## src/rtl/mux16_rr_sched.sv

```systemverilog
// mux16_rr_sched: 16-requester round-robin burst scheduler driving a 16:1
// single-bit datapath. An owner keeps the grant for up to BURST_LEN beats,
// then the scheduler spends one idle cycle re-arbitrating before the next grant.
// Optional build macro MUX16_SCHED_PRIO0_EN: requester 0 wins every idle
// arbitration and its grants leave the round-robin pointer untouched.
//
// Handshake: a beat moves when out_valid && out_ready on a rising clk edge.
// out_valid depends only on the scheduler state and req[sel], never on
// out_ready. Once raised, it stays high until the beat is taken, or until the
// owner drops req[sel], which releases the grant early.
module mux16_rr_sched #(
    parameter int BURST_LEN = 4
) (
    input  logic        clk,
    input  logic        rst_n,
    input  logic [15:0] req,
    input  logic [15:0] in,
    input  logic        out_ready,
    output logic [3:0]  sel,
    output logic [15:0] gnt,
    output logic        out,
    output logic        out_valid,
    output logic        done,
    output logic        dbg_state
);

    typedef enum logic {
        IDLE = 1'b0,
        XFER = 1'b1
    } state_t;

    // Last beat index of a burst; 5 bits so BURST_LEN=16 fits without wrap
    localparam logic [4:0] LAST_BEAT = 5'(BURST_LEN - 1);

    state_t      state;
    logic [3:0]  ptr;
    logic [4:0]  beat_cnt;
    logic [3:0]  rr_idx;
    logic        rr_found;
    logic [3:0]  cand;
    logic [3:0]  winner;
    logic        beat;

    // Round-robin search: first set request strictly after ptr, wrapping 15->0
    always_comb begin
        rr_found = 1'b0;
        rr_idx   = ptr;
        cand     = '0;
        for (int i = 1; i <= 16; i++) begin
            cand = ptr + 4'(i);
            if (!rr_found && req[cand]) begin
                rr_found = 1'b1;
                rr_idx   = cand;
            end
        end
    end

    // Pick the idle-state winner, optionally letting requester 0 override
    always_comb begin
`ifdef MUX16_SCHED_PRIO0_EN
        winner = req[0] ? 4'd0 : rr_idx;
`else
        winner = rr_idx;
`endif
    end

    assign out_valid = (state == XFER) && req[sel];
    assign beat      = out_valid && out_ready;
    assign out       = in[sel];
    assign dbg_state = state;

    // Scheduler FSM with registered sel/gnt/done, pointer and beat counter
    always_ff @(posedge clk or negedge rst_n) begin
        if (!rst_n) begin
            state    <= IDLE;
            gnt      <= '0;
            sel      <= '0;
            done     <= 1'b0;
            beat_cnt <= '0;
            ptr      <= 4'd15;
        end else begin
            done <= 1'b0;
            case (state)
                IDLE: begin
                    if (|req) begin
                        sel      <= winner;
                        gnt      <= 16'h0001 << winner;
                        beat_cnt <= '0;
                        state    <= XFER;
`ifdef MUX16_SCHED_PRIO0_EN
                        // A priority grant to requester 0 must not disturb fairness
                        if (!req[0]) ptr <= winner;
`else
                        ptr <= winner;
`endif
                    end else begin
                        gnt <= '0;
                    end
                end
                XFER: begin
                    if (!req[sel]) begin
                        // Owner ran out of data: release with a partial burst
                        state <= IDLE;
                        gnt   <= '0;
                        done  <= 1'b1;
                    end else if (beat) begin
                        beat_cnt <= beat_cnt + 5'd1;
                        if (beat_cnt == LAST_BEAT) begin
                            state <= IDLE;
                            gnt   <= '0;
                            done  <= 1'b1;
                        end
                    end
                end
                default: begin
                    state <= IDLE;
                    gnt   <= '0;
                end
            endcase
        end
    end

endmodule

```

## config.mk

```make
export PLATFORM = sky130hd
export DESIGN_NAME = mux16_rr_sched
export DESIGN_NICKNAME = d
export VERILOG_FILES = /design/src/rtl/mux16_rr_sched.sv
export SDC_FILE = /design/constraint.sdc
export NUM_CORES = 1
export LEC_CHECK = 0
export BUFFER_PORTS_ARGS = -buffer_cell sky130_fd_sc_hd__buf_2
export CAP_MARGIN = 0
export CORE_UTILIZATION = 55
export CTS_BUF_LIST = sky130_fd_sc_hd__clkbuf_4 sky130_fd_sc_hd__clkbuf_8
export CTS_CLUSTER_DIAMETER = 200
export CTS_CLUSTER_SIZE = 12
export DETAILED_ROUTE_END_ITERATION = 7
export HOLD_SLACK_MARGIN = 0.1
export PLACE_DENSITY = 0.8
export RECOVER_POWER = 25
export SYNTH_ARGS = -nofsm -noshare
export SYNTH_HDL_FRONTEND = slang
export SYNTH_SLANG_ARGS = --single-unit
```

## constraint.sdc

```tcl
create_clock -name clk -period 4.8 [get_ports clk]
set_input_delay 0.96 -clock clk [delete_from_list [all_inputs] [get_ports clk]]
set_output_delay 0.96 -clock clk [all_outputs]
set_load 0.03 [all_outputs]
```

## Yosys cells after proc, flatten, opt, wreduce, memory -nomap -nowiden

Cells that the tools add are included.

| operators by class | value |
|---|---|
| add/subtract/negate cells | 16 |
| order comparisons | 17 |
| equality and inequality tests | 6 |
| shift-type cells | 1 |
| multiplexer cells | 85 |
| bitwise logic cells | 1 |
| reduce and logical (&&, ||, !) cells | 36 |

Operators with widths:

| cell | number |
|---|---|
| $lt A4 B5 Y1 const B | 17 |
| $bmux W1 S4 | 18 |
| $mux W16 | 4 |
| $mux W4 | 16 |
| $mux W1 | 41 |
| $add A4 B4 Y4 const B | 8 |
| $pmux W16 S2 | 1 |
| $logic_and A1 B1 Y1 | 17 |
| $add A4 B3 Y4 const B | 4 |
| $reduce_or A16 Y1 | 1 |
| $shl A1 B4 Y16 const A | 1 |
| $logic_not A1 Y1 | 15 |
| $mux W5 | 3 |
| $pmux W5 S2 | 1 |
| $add A4 B2 Y4 const B | 2 |
| $add A5 B1 Y5 const B | 1 |
| $eq A5 B2 Y1 const B | 1 |
| $add A4 B1 Y4 const B | 1 |
| $ne A2 B1 Y1 const B | 2 |
| $reduce_and A2 Y1 | 2 |
| $ne A3 B2 Y1 const B | 1 |
| $ne A3 B3 Y1 const B | 1 |
| $reduce_and A3 Y1 | 1 |
| $ne A2 B2 Y1 const B | 1 |
| other kinds (2) | 2 |

| storage, ports and cells | value |
|---|---|
| register bits | 31 |
| output and inout bits | 24 |
| word-level logic and storage cells | 168 |

## Logic depth before layout (Yosys ltp)

Gate-level depths: netlist of run 1.

| depth | value |
|---|---|
| word-level depth | 52 |
| gate-level depth with buffers | 17 |

## Least setup slack after synthesis of run 1

No wires, ideal clock.

| timing | value |
|---|---|
| kind | register to register |
| from | reg ptr[1] |
| to | reg sel[2] |
| data arrival time | 4.626 ns |
| data required time | 4.675 ns |
| path slack | 0.049 ns |
| cell stages (with the launch flop) | 16 |
| cell sequence | dfstp_2 > buf_6 > buf_6 > buf_2 > clkinv_1 > ha_1 > clkbuf_1 > mux4_2 > mux4_2 > nor4b_4 > nand4_4 > or3_1 > a21o_1 > o311a_1 > buf_6 > mux2_2 |

| on the way | value |
|---|---|
| cells in the longest elaborated chain, start to end | 49 |

Ends and longest elaborated chain:

| element | RTL line | source |
|---|---|---|
| start: declaration | 36 | `logic [3:0] ptr;` |
| start signal: assignment | 94 | `ptr <= winner;` |
| $add A4 B1 Y4 | 50 | `cand = ptr + 4'(i);` |
| $bmux W1 S4 | 51 | `if (!rr_found && req[cand]) begin` |
| $mux W1 (implied by the code) | 51 |  |
| $mux W1 | 51 |  |
| $logic_not A1 Y1 | 51 |  |
| $logic_and A1 B1 Y1 | 51 |  |
| $mux W1 | 51 |  |
| $logic_not A1 Y1 | 51 |  |
| [33 not listed] | -- |  |
| $logic_and A1 B1 Y1 | 51 |  |
| $mux W1 | 51 |  |
| $logic_not A1 Y1 | 51 |  |
| $logic_and A1 B1 Y1 | 51 |  |
| $mux W1 | 51 |  |
| $logic_not A1 Y1 | 51 |  |
| $logic_and A1 B1 Y1 | 51 |  |
| $mux W4 (*) | 51 |  |
| end signal: assignment | 86 | `sel <= winner;` |
| end: declaration | 19 | `output logic [3:0] sel,` |

Every way passes the cells marked *; elsewhere a longest branch is shown, timed or not. The select of a mux whose other input is x is not followed.
A chain may end at the register's enable or synchronous reset.

## Worst setup path after layout of run 1

| timing | value |
|---|---|
| from | reg ptr[0] |
| to | reg gnt[6] |

| on the way | value |
|---|---|
| cells in the longest elaborated chain, start to end | 52 |

Ends and longest elaborated chain:

| element | RTL line | source |
|---|---|---|
| $add A4 B1 Y4 | 50 |  |
| $bmux W1 S4 | 51 |  |
| $mux W1 (implied by the code) | 51 |  |
| $mux W1 | 51 |  |
| $logic_not A1 Y1 | 51 |  |
| $logic_and A1 B1 Y1 | 51 |  |
| $mux W1 | 51 |  |
| $logic_not A1 Y1 | 51 |  |
| [36 not listed] | -- |  |
| $logic_and A1 B1 Y1 | 51 |  |
| $mux W1 | 51 |  |
| $logic_not A1 Y1 | 51 |  |
| $logic_and A1 B1 Y1 | 51 |  |
| $mux W4 (*) | 51 |  |
| $shl A1 B4 Y16 (*) | 87 | `gnt <= 16'h0001 << winner;` |
| $mux W16 (*) | 85 | `if (\|req) begin` |
| $pmux W16 S2 (*) | 83 | `case (state)` |
| end signal: assignment | 87 |  |
| end: declaration | 20 | `output logic [15:0] gnt,` |

Marks and branches as above.

==> summary.md, run 1 <==
- **clock period minus final worst setup slack** 4.41 ns
- **number of levels the H-tree was split into** 2
- **delay-heaviest family, CP** compound AO/OA/AOI/OAI gates
- **RR Startpoint** ptr[0]$_DFFE_PN1P_
- **Syn Inst Count** 413
- **R2R Path End** gnt[6]$_DFFE_PN0P_
- **number of distinct library cells after synthesis** 78
- **FMAX** 227 MHz
- **count of cells along the worst register-to-register path** 10
- **count of hold buffers inserted by post-cts repair** 0
- **worst clock skew** 0.00711 ns
- **number of global-route vias before repair** 3702
- **critical path endpoint** gnt[6]$_DFFE_PN0P_
- **detail-routed net length per standard cell** 21.0 um
- **last weighted congestion value of the routability-driven placer** 1.06
- **main combinational cell family by area after synthesis** multiplexers
- **post-synthesis register bit count** 31
- **n_diodes** 0
- **maximum clock insertion buffer count** 2
- **Top Ports** 59
- **total overflow reported by the global router** 0
- **layout cells sized above 1** 0.346
- **placed insts** 559
- **TNS Setup** 0 ns
- **number of vias in the routed layout** 4012
- **slack of the worst reg-to-reg path** 0.39 ns
- **ordered cell list for the critical path** inv_2 > ha_1 > mux4_2 > mux4_2 > a311oi_1 > nand2_1 > a32o_1 > a22oi_1 > o21ai_1 > o41ai_1
- **initial antenna violation count** 0
- **Syn Nets** 457
- **Post-synth top flop** dfrtp_1
- **Initial Utilization** 0.567
- **multiplexer share of the synthesized area** 0.326
- **CTS-repair resized insts** 0
- **pins over their slew limit** 32
- **clock tree from TritonCTS** yes
- **outcome** finished, violations left
- **number of clock sinks** 31
- **slowest library cell on the worst path** mux4_2
- **violated checks** max-capacitance violations, max-slew violations
- **Die Ht** 88.3 um
- **Critical Path Start Type** flop
- **NumNets Final** 511
- **parity-gate share of the synthesized area counting xor and xnor cells** 0.0293
- **overall routing resource usage** 0.325
- **area enclosed by the die boundary** 0.00779 mm^2
- **Yosys warning count** 0
- **total length of routed wires** 11900 um
- **FP Rows** 31
- **Detailed Place HPWL** 8920 um
- **kind of capture point of the worst setup path** flop
- **clock buffer count from CTS** 5
- **count of buffers added by post-CTS timing repair for setup** 0
- **share of synthesized flip-flops with an asynchronous set or reset** 1.00
- **cell type with the highest occurrence count on the critical path** mux4_2
- **adder-cell share of the synthesized area** 0.0275
- **transition time at the pin with the least slew margin** 1.59 ns
- **number of failing hold endpoints at the final stage** 0
- **Period Utilization, post-route** 0.919
- **Tightest Hold Check Type** flop to flop
- **endpoints failing setup** 0
- **startpoint-to-endpoint class of the critical path** flop to flop
- **CTS clock-pin slew for the worst setup and hold paths** 0.06 ns
- **area fraction in compound gates after synthesis** 0.223
- **buffers and inverters on the worst path** 1
- **DRT Pass-1 Iters** 5
- **setup repair after global routing missed its margin** no
- **start point of the critical path** ptr[0]$_DFFE_PN1P_
- **EDFF count, synth** 0
- **area of the core region** 0.00721 mm^2
- **data required time of the worst path** 4.95 ns
- **slew margin rel.** -0.0581
- **arrival time of data at the critical path endpoint** 4.56 ns
- **share of synthesized cell area in and, or, nand and nor gates** 0.160
- **Max-Cap Viols** 1
- **chip width** 88.3 um
- **Min Hold Slack** 0.482 ns
- **clock latency reported for the late side of the worst-skew pair** 0.28 ns
- **crit path max fanout** 8
- **Post-Syn Area** 0.00409 mm^2
- **largest stage delay on the critical path** 0.62 ns
- **maximum number of pins on one net before global-route repair** 32
- **Vias/cell** 7.08
- **DRC violations left** 0
- **global-route wire length before repair** 19300 um
- **number of buffers added on ports** 58
- **clock root buffer** clkbuf_8
- **Post-Synthesis Mean Instance Area** 9.91 um^2
- **area delta synth->final** 11.2%
- **part of the Yosys area used for sequential elements** 0.191
- **share of the core filled with cells in the final layout** 0.631
- **number of standard cells in the final layout excluding fillers** 567
- **starting DRC count in detailed routing** 381
- **antenna violation net count after detailed routing** 0
- **CP Depth** 10
-- final cells by class --
type | instances | area [um^2]
fill | 635 | 2660
tap | 99 | 124
sequential | 31 | 781
inverter | 10 | 37.5
clock buffer | 7 | 83.8
clock inverter | 1 | 5.00
multi-input combinational | 348 | 3140
timing repair buffer | 71 | 387
-- stage by stage --
step / worst slack (ns) / instance area, um^2
finish: 0.390 / 4550
global route: 0.112 / 4550
CTS: 0.432 / 4560
detailed placement: 0.464 / 4470
global placement: 0.588 / 4470
floorplan: 0.0491 / 4090
-- worst min-delay path by stage --
stage,startpoint,end,slack (ns),cells past startpoint
after floorplan,beat_cnt[4]$_DFFE_PN0P_,beat_cnt[4]$_DFFE_PN0P_,0.52,2
after global placement,gnt[15]$_DFFE_PN0P_,gnt[15]$_DFFE_PN0P_,0.46,2
after detailed placement,gnt[10]$_DFFE_PN0P_,gnt[10]$_DFFE_PN0P_,0.46,2
after CTS,gnt[10]$_DFFE_PN0P_,gnt[10]$_DFFE_PN0P_,0.49,2
after global routing,gnt[15]$_DFFE_PN0P_,gnt[15]$_DFFE_PN0P_,0.51,2
final,gnt[10]$_DFFE_PN0P_,gnt[10]$_DFFE_PN0P_,0.48,2
-- layout by cell type, fill, tap and decap left out, drive strengths merged, types with 9 or more instances in the layout --
| cell type | n |
|---|---|
| ha | 9 |
| buf | 70 |
| o41ai | 17 |
| nor2 | 24 |
| a31oi | 10 |
| dfrtp | 27 |
| mux2 | 16 |
| nor3 | 9 |
| mux4 | 34 |
| o21ai | 14 |
| mux2i | 35 |
| nand2 | 46 |
| a21oi | 21 |
-- layer usage --
metal	share of wire	routed length, um	up-vias	global-route usage
met5	0	0	-	0
met4	0.048	575	0	0.161
met3	0.093	1100	46	0.0504
met2	0.47	5620	265	0.520
met1	0.39	4610	1947	0.432
li1	-	-	1754	-
-- logic make-up after synthesis --
group | after synthesis
adders and majority gates | 9
buffers and inverters | 34
and+or+nand+nor | 125
xor gates and xnor gates | 12
DFF | 31
muxes | 85
AOI/OAI and AO/OA | 117
-- cells in the mapped netlist (8+ instances only) --
library cell,count,area share
nand2_1,46,0.042
o211ai_1,8,0.015
clkbuf_1,10,0.0092
mux2_2,16,0.044
nor2_1,24,0.022
nand2b_1,8,0.012
dfrtp_1,27,0.17
a31oi_1,10,0.015
a21oi_1,20,0.024
o21ai_0,11,0.013
ha_1,9,0.028
nor3_1,8,0.0098
mux4_2,34,0.19
mux2i_1,29,0.071
and3_1,8,0.012
o41ai_1,11,0.024
-- registers in the layout, indices dropped and copies added (netlist names) --
| name | count |
|---|---|
| done | 1 |
| ptr | 4 |
| beat_cnt | 5 |
| gnt | 16 |
| dbg_state | 1 |
| sel | 4 |
-- worst min-delay path, delay by kind of cell (launching register included) --
family	cells	cell delay [ns]
simple gates	1	0.06
compound gates	1	0.04
flops	1	0.35
Power of run 1 is left out: the tool's default activity adds up to more than one toggle a clock period on the data nets, which glitch-free logic cannot reach.
==> run 2, diff against run 1 <==
--- a/config.mk
+++ b/config.mk
@@ -13,8 +13,10 @@
 export CTS_CLUSTER_SIZE = 12
 export DETAILED_ROUTE_END_ITERATION = 7
 export HOLD_SLACK_MARGIN = 0.1
+export MAX_ROUTING_LAYER = met4
 export PLACE_DENSITY = 0.8
 export RECOVER_POWER = 25
+export SKIP_CTS_REPAIR_TIMING = 1
 export SYNTH_ARGS = -nofsm -noshare
 export SYNTH_HDL_FRONTEND = slang
 export SYNTH_SLANG_ARGS = --single-unit
==> summary.md, run 2 (synthesized netlist as in run 1, its figures left out) <==
- **Detailed Place HPWL** 9330 um, +4.5%
- **total overflow reported by the global router** 0, unchanged
- **buffers and inverters on the worst path** 1, unchanged
- **starting DRC count in detailed routing** 475, +25%
- **most common cell after layout, fill and taps aside** buf_2
- **layout cells sized above 1** 0.354, +0.00766
- **maximum clock insertion buffer count** 2, unchanged
- **largest stage delay on the critical path** 0.53 ns, -0.09 ns
- **Vias/cell** 6.99, -1.2%
- **antenna violation net count after detailed routing** 0, unchanged
- **global-route wire length before repair** 20300 um, +4.9%
- **data required time of the worst path** 4.94 ns, about the same
- **Initial Utilization** 0.567, unchanged
- **last weighted congestion value of the routability-driven placer** 0.955, -9.6%
- **initial antenna violation count** 0, unchanged
- **commonest non-fill, non-tap cells in the layout** 57 x buf_2, 46 x nand2_1, 34 x mux4_2
- **overall routing resource usage** 0.352, +0.0270
- **CTS clock-pin slew for the worst setup and hold paths** 0.07 ns, about the same
- **clock root buffer** clkbuf_8
- **pins over their slew limit** 32, unchanged
- **detail-routed net length per standard cell** 21.8 um, +3.8%
- **number of buffers added on ports** 58, unchanged
- **TNS Setup** 0 ns, unchanged
- **DRC violations left** 0, unchanged
- **outcome** finished, violations left
- **startpoint-to-endpoint class of the critical path** flop to flop
- **maximum number of pins on one net before global-route repair** 32, unchanged
- **n_diodes** 0, unchanged
- **chip width** 88.3 um, unchanged
- **clock tree from TritonCTS** yes
- **Tightest Hold Check Type** flop to flop
- **footprint of the multi-input gates** 0.00314 mm^2, about the same
- **transition time at the pin with the least slew margin** 1.58 ns, -0.00686 ns
- **slew margin rel.** -0.0535, +0.00457
- **Layout fillers** 625, -1.6%
- **ordered cell list for the critical path** buf_4 > ha_2 > xor2_1 > mux2i_1 > mux2i_1 > nor4b_4 > nand4_4 > a211o_1 > and3_1 > mux2i_2 > o41ai_1
- **number of vias in the routed layout** 3991, -0.52%
- **total length of routed wires** 12500 um, +4.6%
- **most flop-heavy register** gnt
- **endpoints failing setup** 0, unchanged
- **number of global-route vias before repair** 3859, +4.2%
- **number of clock sinks** 31, unchanged
- **slowest library cell on the worst path** dfstp_2
- **Largest regs** gnt: 16 flops, beat_cnt: 5 flops
- **crit path max fanout** 28, +20
- **number of failing hold endpoints at the final stage** 0, unchanged
- **area enclosed by the die boundary** 0.00779 mm^2, unchanged
- **slack of the worst reg-to-reg path** 0.43 ns, +0.04 ns
- **cell type with the highest occurrence count on the critical path** mux2i_1
- **worst clock skew** 0.00441 ns, -0.00271 ns
- **arrival time of data at the critical path endpoint** 4.51 ns, -0.05 ns
- **NumNets Final** 515, +0.78%
- **Period Utilization, post-route** 0.911, -0.00740
- **violated checks** max-capacitance violations, max-slew violations
- **clock latency reported for the late side of the worst-skew pair** 0.28 ns, about the same
- **FMAX** 229 MHz, +0.81%
- **setup repair after global routing missed its margin** no
- **Top Ports** 59, unchanged
- **area of the core region** 0.00721 mm^2, unchanged
- **delay-heaviest family, CP** multiplexers
- **kind of capture point of the worst setup path** flop
- **area taken by flip-flops and latches** 781 um^2, unchanged
- **Critical Path Start Type** flop
- **DRT Pass-1 Iters** 5, unchanged
- **Die Ht** 88.3 um, unchanged
- **max FFs per register** 16, unchanged
- **clock buffer count from CTS** 5, unchanged
- **FP Rows** 31, unchanged
- **area delta synth->final** 12.4%
- **Max-Cap Viols** 1, unchanged
- **number of levels the H-tree was split into** 2, unchanged
- **clock period minus final worst setup slack** 4.37 ns, -0.0355 ns
==> run 2: layout make-up <==
| class | count | area share |
|---|---|---|
| inverters | 10 | 0.00816 |
| clock buffers | 7 | 0.0209 |
| repair buffers | 75 | 0.0905 |
| multi-input cells | 348 | 0.682 |
| flip-flops and latches | 31 | 0.170 |
| well taps | 99 | 0.0269 |
| clock inverters | 1 | 0.00163 |
==> run 2: metal layers <==
metal / global-route usage / routed length (um) / part of all wire / vias to the layer above
met4: 0.144 / 460 / 0.037 / 0
met5: - / 0 / 0 / -
li1: - / - / - / 1761
met2: 0.573 / 6010 / 0.48 / 222
met3: 0.0401 / 887 / 0.071 / 37
met1: 0.449 / 5100 / 0.41 / 1971
==> run 2: path summary, 6_finish.rpt <==
kind | from | endpoint | cells after the start
hold reg to reg | gnt[14]$_DFFE_PN0P_ | gnt[14]$_DFFE_PN0P_ | 2
min in group asynchronous | rst_n | gnt[12]$_DFFE_PN0P_ | 1
hold / removal | gnt[14]$_DFFE_PN0P_ | gnt[14]$_DFFE_PN0P_ | 2
setup reg to reg | ptr[1]$_DFFE_PN1P_ | gnt[6]$_DFFE_PN0P_ | 11
max in group asynchronous | rst_n | gnt[5]$_DFFE_PN0P_ | 1
setup / recovery | ptr[1]$_DFFE_PN1P_ | gnt[6]$_DFFE_PN0P_ | 11
==> run 2: tightest hold or removal path, cell delays in order, from the launching register on <==
cell and delay (ns):
dfrtp_1 0.34, nand2_1 0.05, o41ai_1 0.05
==> run 2: per-stage QoR <==
step / hold WS [ns] / util / instance area [um^2] / setup WS [ns] / instances
6_report: 0.480 / 0.638 / 4600 / 0.426 / 571
5_1_grt: 0.506 / 0.638 / 4600 / 0.0291 / 571
3_5_place_dp: 0.459 / 0.622 / 4490 / 0.380 / 562
3_3_place_gp: 0.452 / 0.622 / 4490 / 0.514 / 562
2_1_floorplan: 0.524 / - / 4090 / 0.0491 / 413
4_1_cts: 0.486 / 0.637 / 4590 / 0.389 / 570
Power of run 2 is left out for the same reason.
==> run 3, diff against run 2 <==
==> constraint.sdc (replaced) <==
create_clock -name clk -period 3.82 [get_ports clk]
set_input_delay 0.764 -clock clk [delete_from_list [all_inputs] [get_ports clk]]
set_output_delay 0.764 -clock clk [all_outputs]
set_load 0.03 [all_outputs]
==> summary.md, run 3 (synthesized netlist as in run 1, its figures left out) <==
- **outcome** finished, violations left
- **violated checks** max-capacitance violations, max-slew violations, negative setup slack
- **n_diodes** 0, unchanged
- **transition time at the pin with the least slew margin** 1.63 ns, +0.0488 ns
- **last weighted congestion value of the routability-driven placer** 1.02, +7.2%
- **maximum clock insertion buffer count** 2, unchanged
- **number of levels the H-tree was split into** 2, unchanged
- **Vias/cell** 6.85, -2.1%
- **FMAX** 255 MHz, +12%
- **area taken by flip-flops and latches** 781 um^2, unchanged
- **startpoint-to-endpoint class of the critical path** flop to flop
- **footprint of the multi-input gates** 0.00354 mm^2, +13%
- **layout cells sized above 1** 0.545, +0.191
- **number of failing hold endpoints at the final stage** 0, unchanged
- **kind of capture point of the worst setup path** flop
- **data required time of the worst path** 3.99 ns, -0.95 ns
- **Tightest Hold Check Type** flop to flop
- **ordered cell list for the critical path** clkinv_8 > ha_4 > mux4_2 > mux4_2 > or4b_4 > nor3_4 > o22ai_2 > a221oi_2 > buf_4 > a2bb2oi_4 > buf_6 > a21oi_2
- **total length of routed wires** 16200 um, +30%
- **Max-Cap Viols** 1, unchanged
- **starting DRC count in detailed routing** 462, -2.7%
- **initial antenna violation count** 0, unchanged
- **origin of the worst min-delay path** gnt[8]$_DFFE_PN0P_
- **count of cells along the worst register-to-register path** 12, +1
- **clock latency reported for the late side of the worst-skew pair** 0.29 ns, about the same
- **FP Rows** 31, unchanged
- **arrival time of data at the critical path endpoint** 4.09 ns, -0.42 ns
- **clock period minus final worst setup slack** 3.92 ns, -0.454 ns
- **overall routing resource usage** 0.389, +0.0364
- **most common cell after layout, fill and taps aside** buf_4
- **RR Startpoint** ptr[1]$_DFFE_PN1P_
- **slack of the worst reg-to-reg path** -0.1 ns, -0.53 ns
- **total overflow reported by the global router** 0, unchanged
- **Layout fillers** 434, -31%
- **Finished Cell Area** 0.00585 mm^2, +27%
- **area delta synth->final** 43.0%
- **Top Ports** 59, unchanged
- **max FFs per register** 16, unchanged
- **placed cell areas** 0.00534 mm^2, +19%
- **largest stage delay on the critical path** 0.61 ns, +0.08 ns
- **Period Utilization, post-route** 1.03, +0.115
- **crit path max fanout** 5, -82%
- **Detailed Place HPWL** 11400 um, +22%
- **clock root buffer** clkbuf_8
- **DRT Pass-1 Iters** 5, unchanged
- **CP Depth** 12, +1
- **slew margin rel.** -0.0861, -0.0325
- **placed insts** 655, +17%
- **Critical Path Start Type** flop
- **fin worst setup slack** -0.0998 ns, -0.526 ns
- **Largest regs** gnt: 16 flops, beat_cnt: 5 flops
- **NumNets Final** 619, +20%
- **Initial Utilization** 0.567, unchanged
- **cell type with the highest occurrence count on the critical path** mux4_2
- **CTS clock-pin slew for the worst setup and hold paths** 0.07 ns, about the same
- **clock buffer count from CTS** 5, unchanged
- **area of the core region** 0.00721 mm^2, unchanged
- **pins over their slew limit** 32, unchanged
- **number of standard cells in the final layout excluding fillers** 675, +18%
- **most flop-heavy register** gnt
- **Die Ht** 88.3 um, unchanged
- **delay-heaviest family, CP** multiplexers
- **detail-routed net length per standard cell** 23.9 um, +9.7%
- **global-route wire length before repair** 22200 um, +9.3%
- **buffers and inverters on the worst path** 3, +2
- **cell depth of the worst min-delay path** 2, unchanged
- **setup repair after global routing missed its margin** yes
- **worst clock skew** 0.0134 ns, +0.00896 ns
- **maximum number of pins on one net before global-route repair** 32, unchanged
- **antenna violation net count after detailed routing** 0, unchanged
- **clock tree from TritonCTS** yes
- **number of clock sinks** 31, unchanged
- **area enclosed by the die boundary** 0.00779 mm^2, unchanged
- **number of buffers added on ports** 58, unchanged
- **DRC violations left** 0, unchanged
- **number of global-route vias before repair** 4304, +12%
- **chip width** 88.3 um, unchanged
- **slowest library cell on the worst path** dfstp_2
- **endpoints failing setup** 19, +19
- **number of vias in the routed layout** 4621, +16%
- **start point of the critical path** ptr[1]$_DFFE_PN1P_
- **commonest non-fill, non-tap cells in the layout** 111 x buf_4, 57 x buf_2, 44 x nand2_1
## run 3: changes by cell type in the layout (fill, tap and decap cells not counted), moves of 4 or more
cell,previous run,this run
buf_4,17,111
mux2i_4,2,7
buf_6,0,5
o41ai_2,6,14
o41ai_1,11,1
a21oi_1,20,16
## run 3: area by class of cell
type / instances / area share
Timing Repair Buffer: 178 / 0.216
Multi-Input combinational cell: 349 / 0.604
Clock inverter: 1 / 0.000855
Clock buffer: 7 / 0.0154
Tap cell: 99 / 0.0212
Inverter: 10 / 0.00898
Sequential cell: 31 / 0.133
## run 3: stage by stage
| stage | TNS [ns] | setup WS, ns | hold WS (ns) | util |
|---|---|---|---|---|
| 2_1_floorplan | -5.82 | -0.321 | 0.468 | - |
| 3_3_place_gp | -2.65 | -0.209 | 0.460 | 0.740 |
| 3_5_place_dp | -3.82 | -0.236 | 0.458 | 0.740 |
| 4_1_cts | -4.42 | -0.310 | 0.480 | 0.753 |
| 5_1_grt | -2.48 | -0.170 | 0.509 | 0.811 |
| 6_report | -0.936 | -0.0998 | 0.494 | 0.811 |
## run 3: final timing paths
path	end
hold / removal	gnt[8]$_DFFE_PN0P_
setup / recovery	sel[1]$_DFFE_PN0P_
max in group asynchronous	sel[3]$_DFFE_PN0P_
setup reg to reg	sel[1]$_DFFE_PN0P_
hold reg to reg	gnt[8]$_DFFE_PN0P_
min in group asynchronous	gnt[10]$_DFFE_PN0P_
## run 3: worst reg2reg max path, cell delays in order (launching register included)
cell,delay (ns)
dfstp_2,0.61
clkinv_8,0.06
ha_4,0.27
mux4_2,0.53
mux4_2,0.55
or4b_4,0.53
nor3_4,0.14
o22ai_2,0.10
a221oi_2,0.27
buf_4,0.22
a2bb2oi_4,0.29
buf_6,0.16
a21oi_2,0.07
## run 3: per-layer routing
metal,share of wire,global-route usage
met5,0,-
met4,0.058,0.157
met3,0.069,0.0373
met2,0.50,0.658
met1,0.38,0.479
Power of run 3 is left out for the same reason.
